**src/rtl/alu_ctrl_stage.sv**
```systemverilog
// ALU control stage: encodes ALUOp/Funct3/Funct7/RType into an ALU operation code and
// buffers it in a 2-entry valid/ready FIFO. Optional ALU_CTRL_ILLEGAL_CNT_EN adds IllegalCount.
module alu_ctrl_stage #(
    parameter int unsigned OPCODE_LENGTH = 4,
    parameter int unsigned DEPTH         = 2
) (
    input  logic                     clk,
    input  logic                     rst_n,
    input  logic                     in_valid,
    output logic                     in_ready,
    input  logic [1:0]               ALUOp,
    input  logic [2:0]               Funct3,
    input  logic [6:0]               Funct7,
    input  logic                     RType,
    input  logic                     flush,
    output logic                     out_valid,
    input  logic                     out_ready,
    output logic [OPCODE_LENGTH-1:0] Operation,
    output logic                     OpIllegal
`ifdef ALU_CTRL_ILLEGAL_CNT_EN
    ,
    output logic [15:0]              IllegalCount
`endif
);

    logic [OPCODE_LENGTH-1:0] enc_op;
    logic                     enc_ill;
    logic [OPCODE_LENGTH-1:0] op_q [2];
    logic                     ill_q [2];
    logic                     wr_ptr_q, rd_ptr_q;
    logic [1:0]               count_q;
    logic                     rdy_q;
    logic                     push, pop;

    always_comb begin
        enc_op  = '0;
        enc_ill = 1'b0;
        unique case (ALUOp)
            2'b00: enc_op = OPCODE_LENGTH'(4'b0010);
            2'b01: begin
                case (Funct3)
                    3'b000:  enc_op = OPCODE_LENGTH'(4'b1000);
                    3'b001:  enc_op = OPCODE_LENGTH'(4'b1010);
                    default: enc_ill = 1'b1;
                endcase
            end
            2'b10: begin
                case (Funct3)
                    3'b000:  enc_op = (RType & Funct7[5]) ? OPCODE_LENGTH'(4'b0011)
                                                          : OPCODE_LENGTH'(4'b0010);
                    3'b111:  enc_op = OPCODE_LENGTH'(4'b0000);
                    3'b110:  enc_op = OPCODE_LENGTH'(4'b0001);
                    3'b100:  enc_op = OPCODE_LENGTH'(4'b0100);
                    3'b001: begin
                        enc_op  = OPCODE_LENGTH'(4'b0110);
                        enc_ill = (Funct7 != 7'd0);
                    end
                    default: enc_ill = 1'b1;
                endcase
            end
            default: enc_op = OPCODE_LENGTH'(4'b1001);
        endcase
    end

    // rdy_q keeps in_ready low during reset and until the first clock after release
    assign in_ready  = rdy_q & (count_q < 2'(DEPTH));
    assign out_valid = (count_q != 2'd0);
    assign push      = in_valid & in_ready;
    assign pop       = out_valid & out_ready;
    assign Operation = out_valid ? op_q[rd_ptr_q] : '0;
    assign OpIllegal = out_valid & ill_q[rd_ptr_q];

    always_ff @(posedge clk or negedge rst_n) begin
        if (!rst_n) begin
            rdy_q    <= 1'b0;
            count_q  <= 2'd0;
            wr_ptr_q <= 1'b0;
            rd_ptr_q <= 1'b0;
            op_q[0]  <= '0;
            op_q[1]  <= '0;
            ill_q[0] <= 1'b0;
            ill_q[1] <= 1'b0;
        end else begin
            rdy_q <= 1'b1;
            if (flush) begin
                count_q  <= 2'd0;
                wr_ptr_q <= 1'b0;
                rd_ptr_q <= 1'b0;
            end else begin
                if (push) begin
                    op_q[wr_ptr_q]  <= enc_op;
                    ill_q[wr_ptr_q] <= enc_ill;
                    wr_ptr_q        <= ~wr_ptr_q;
                end
                if (pop) begin
                    rd_ptr_q <= ~rd_ptr_q;
                end
                case ({push, pop})
                    2'b10:   count_q <= count_q + 2'd1;
                    2'b01:   count_q <= count_q - 2'd1;
                    default: ;
                endcase
            end
        end
    end

`ifdef ALU_CTRL_ILLEGAL_CNT_EN
    // Counts accepted illegal entries even when a same-cycle flush drops them
    always_ff @(posedge clk or negedge rst_n) begin
        if (!rst_n) begin
            IllegalCount <= 16'd0;
        end else if (push && enc_ill && (IllegalCount != 16'hFFFF)) begin
            IllegalCount <= IllegalCount + 16'd1;
        end
    end
`endif

endmodule
```
**config.mk**
```make
export PLATFORM = sky130hd
export DESIGN_NAME = alu_ctrl_stage
export DESIGN_NICKNAME = d
export VERILOG_FILES = /design/src/rtl/alu_ctrl_stage.sv
export SDC_FILE = /design/constraint.sdc
export NUM_CORES = 1
export LEC_CHECK = 0
export CAP_MARGIN = 30
export CORE_AREA = 8 8 56 58
export DETAILED_ROUTE_END_ITERATION = 16
export DIE_AREA = 0 0 64 66
export GPL_ROUTABILITY_DRIVEN = 0
export GPL_TIMING_DRIVEN = 0
export PLACE_DENSITY_LB_ADDON = 0.08
export SYNTH_ARGS = -nofsm -noshare
export SYNTH_HDL_FRONTEND = slang
export SYNTH_SLANG_ARGS = --single-unit
```
**constraint.sdc**
```tcl
create_clock -name clk -period 1.5 [get_ports clk]
set_input_delay 0.225 -clock clk [delete_from_list [all_inputs] [get_ports clk]]
set_output_delay 0.225 -clock clk [all_outputs]
set_load 0.01 [all_outputs]
```
==> out/summary.md <==
The area enclosed by the die boundary is 4220 um2, and the slack of the worst reg-to-reg path is 0.02 ns. In the global route stage, met1 resource usage came out at 11.5%. Data arrives at the worst endpoint at 1.65 ns. The root buffer cell was sky130_fd_sc_hd__clkbuf_4. The total global-route track usage was 9.99%; the residual DRC count was 0.

At the placement stage, the worst setup path has a slack of -0.577 ns. The worst clock skew on the final layout was 0.00247 ns; the number of vias in the routed layout was 767. Hold repair after CTS inserted 0 buffers.

Summed over all layers, the routed wires come to 2.04 mm. After detailed routing, the average wire length per cell comes to 12.9 um. In this run the critical register-to-register path is launched from count_q[1]$_DFFE_PN0P_.

The first TritonRoute pass finished after 4 iterations. Static timing analysis puts the maximum clock frequency at 0.675 GHz. Measured against its own limit, the worst slew margin works out to 54.6%. Net switching is 28.2% of the power.

TritonCTS built the clock tree. The number of levels in the clock H-tree was 1; the fraction of layout instances using a drive strength above 1 was 32.0%. The initial antenna violation count is 0. The power density of the placed cells was 770 nW/um2.

For this run, global-route usage on met3 was measured as 2.54%. Sequential cells account for 49.6% of the total power. The detailed-route vias per instance is 4.85, and the design internal power is 708 uW. In this run, distinct cell masters in the synthesized netlist total 26. For the number of clock sinks, the log shows 15. The top-level I/O count is 25, and the biggest fanout along the worst timing path is 7.

In this run, synthesis inferred 0 flip-flops with an integrated enable. In the final design database the tool counted 151 nets. After layout, the worst setup slack is 0.0190 ns. The tightest min-delay check is of the in2async type. The number of nets still failing antenna checks after routing was 0; the share of power burned in combinational logic was 26.5%.

In the global route stage, met2 resource usage came out at 16.4%. The worst register-to-register path has a depth of 3. Horizontal die dimension: 64 um.

The logs give 2 for the clock tree buffer depth and 379 um2 for the flip-flop and latch area. The kind of cell with the highest combined delay along the critical path is simple AND/OR/NAND/NOR gates. The final critical delay including setup and external delays was 1.48 ns; the global-route wire length before repair was 3.37 mm.

Hold is met by 0.348 ns. Once detailed placement completed, the half-perimeter wirelength came to 1.47 mm. The critical path goes through nand3b_4, or3b_4, mux2_2.

The clock transition at the registers of the reported paths came out at 0.09 ns. Setup violations remaining at the end of the flow were counted as 0. Buffer and inverter count on the worst path: 0. The run gives 1.67 ns as the critical path required time. The logs give 0 for the leftover overflow at the end of global routing and 16 for the largest net degree at the start of global routing. In this run the mean area of a mapped cell was 9.64 um2. The clock network power share was 23.9%; the post-synthesis net count was 113.

For this run, the leading register cell type out of synthesis is sky130_fd_sc_hd__dfrtp_1. The standard-cell row count is 18, and the area of combinational cells with multiple inputs is 524 um2. The tools report the end of the worst register-to-register path as ill_q[0]$_DFFE_PN0P_.

In this run the static leakage power is 0.634 nW. Counting the fill cells in the layout gives 226. The DRC violation total after the first TritonRoute iteration is 10. By instance count, the leading cell after synthesis is sky130_fd_sc_hd__dfrtp_1.

The initial utilization of the core area, before any placement, comes to 37.8%. The logs give 3 for the number of buffers added by the clock tree synthesis step and 0.000370 V for the maximum VDD drop. Number of max-slew violations in the final report: 0.

At the pin with the least slew margin, the transition time is 0.678 ns. The nature of the critical path startpoint was a flop. The count of maximum capacitance violations is 0, and the post-synthesis sequential element count is 15. The layer flagged by global routing as most heavily used is met2. The run finished with clean final reports.

Buffers placed on the I/O ports in this run total 24. The cell count after synthesis came out at 91. The biggest area contributor in the post-synthesis netlist is sky130_fd_sc_hd__dfrtp_1.

Number of global-route vias before repair: 749. For this run, the slowest stage of the critical path takes 0.45 ns. After synthesis, the largest area contributor takes up 42.8% of total cell area. The analysis attributes to net switching a power of 278 uW.

The share of synthesized registers carrying an async set or reset works out to 100%. The clock reaches the later pin of the worst-skew pair after 0.28 ns. For this design, the slowest cell found on the critical path is sky130_fd_sc_hd__dfrtp_2. The logs give 0 for the total count of hold-check failures in the final report and 0 for the diode insertion count for antenna repair. The worst setup path is captured at a flop. After synthesis, the most frequently instantiated cells are sky130_fd_sc_hd__dfrtp_1 (15), sky130_fd_sc_hd__nor2_1 (14), sky130_fd_sc_hd__a21oi_1 (9). The kind of critical path is reg2reg. Setup repair after global routing could not meet its margin everywhere.

The tools report the post-synthesis sequential area ratio as 42.8%. Placeable core area: 2320 um2. The run gives 877 um2 as the area of the mapped netlist. The number of synthesis warnings is 0. The post-route fraction of the period consumed by the critical path is 98.7%. Sorting the synthesized cells by area gives the leading types as sky130_fd_sc_hd__dfrtp_1 (43%), sky130_fd_sc_hd__mux2_2 (7.7%), sky130_fd_sc_hd__nor2_1 (6.0%). The layout overhead on the synthesized area came out at 45.9%.

The height of the die works out to 66 um.
placed cells by master, fill, tap and decap left out, types with 2 or more instances in the layout:
cell type                          n
sky130_fd_sc_hd__nor2_1           13
sky130_fd_sc_hd__dfrtp_1          12
sky130_fd_sc_hd__buf_4             9
sky130_fd_sc_hd__a21oi_1           8
sky130_fd_sc_hd__dlygate4sd2_1     7
sky130_fd_sc_hd__clkdlybuf4s50_1   7
sky130_fd_sc_hd__nand2_1           6
sky130_fd_sc_hd__o21ai_0           6
sky130_fd_sc_hd__inv_1             5
sky130_fd_sc_hd__mux2i_1           5
sky130_fd_sc_hd__mux2_2            5
sky130_fd_sc_hd__buf_2             5
sky130_fd_sc_hd__nor2b_1           3
sky130_fd_sc_hd__ha_1              3
sky130_fd_sc_hd__clkbuf_4          3
sky130_fd_sc_hd__dfrtp_2           3
sky130_fd_sc_hd__dlymetal6s2s_1    3
sky130_fd_sc_hd__or4_4             2
sky130_fd_sc_hd__xor2_1            2
sky130_fd_sc_hd__clkbuf_2          2
sky130_fd_sc_hd__buf_6             2
stage by stage:
| stage | cells | cell area (um2) | power, mW | setup TNS (ns) | util [%] |
|---|---|---|---|---|---|
| 4_1_cts | 157 | 1250 | 0.985 | 0 | 53.8 |
| 3_3_place_gp | 145 | 1170 | 0.724 | -3.82 | 50.5 |
| 5_1_grt | 158 | 1280 | 1.04 | -0.0509 | 55.2 |
| 6_report | 158 | 1280 | 0.985 | 0 | 55.2 |
| 2_1_floorplan | 91 | 893 | 0.618 | 0 | - |
| 3_5_place_dp | 145 | 1170 | 0.732 | -4.07 | 50.5 |
what timing repair did:
action                                  in CTS  in global routing
endpoints found under the hold margin        0                  0
resized for setup                           38                 12
buffers inserted                            10                  1
pin swaps                                    4                  4
endpoints found under the setup margin      13                  8
cells by family after synthesis:
family / Yosys count / synth area share [%]
adder cells (fa/ha/maj): 4 / 5.71
buffers and inverters: 7 / 3.14
other: 1 / 0.428
AO/OA/AOI/OAI: 18 / 12.0
AND/OR/NAND/NOR: 32 / 19.5
flip-flops: 15 / 42.8
multiplexers: 11 / 13.4
XOR/XNOR: 3 / 3.00
state kept, by name (all words and copies together) (netlist names):
signal / cells
rd_ptr_q: 1
wr_ptr_q: 1
rdy_q: 1
count_q: 2
op_q: 8
ill_q: 2
per-layer routing:
metal  vias up  part of all wire (%)  wire length [um]
met2        21                    50              1010
met3         4                   5.4               111
met1       356                    43               869
met5         -                     0                 0
met4         0                   2.2                45
li1        386                     -                 -
worst max-delay path by stage:
stage	startpoint	endpoint	slack, ns	cells after the start
after global routing	count_q[1]$_DFFE_PN0P_	op_q[1]$_DFFE_PN0P_	-0.03	3
after floorplan	count_q[1]$_DFFE_PN0P_	ill_q[0]$_DFFE_PN0P_	0.01	4
after detailed placement	Funct3[1]	ill_q[1]$_DFFE_PN0P_	-0.58	5
after global placement	Funct3[2]	ill_q[1]$_DFFE_PN0P_	-0.55	5
final	count_q[1]$_DFFE_PN0P_	ill_q[0]$_DFFE_PN0P_	0.02	3
after CTS	count_q[1]$_DFFE_PN0P_	ill_q[0]$_DFFE_PN0P_	0.01	3
final cells by class:
type,count,share of cell area [%]
Multi-Input combinational cell,69,41.0
Timing Repair Buffer,35,23.0
Inverter,5,1.47
Tap cell,30,2.93
Clock buffer,4,2.05
Sequential cell,15,29.6
power groups by stage:
stage                     Sequential, mW  Clock [mW]  Combinational [mW]
after floorplan                    0.487           0               0.130
after global placement             0.492           0               0.232
after detailed placement           0.495           0               0.237
after CTS                          0.488       0.242               0.255
after global routing               0.495       0.254               0.291
final                              0.488       0.236               0.261
No activity file was read; power rests on OpenSTA's default activity.
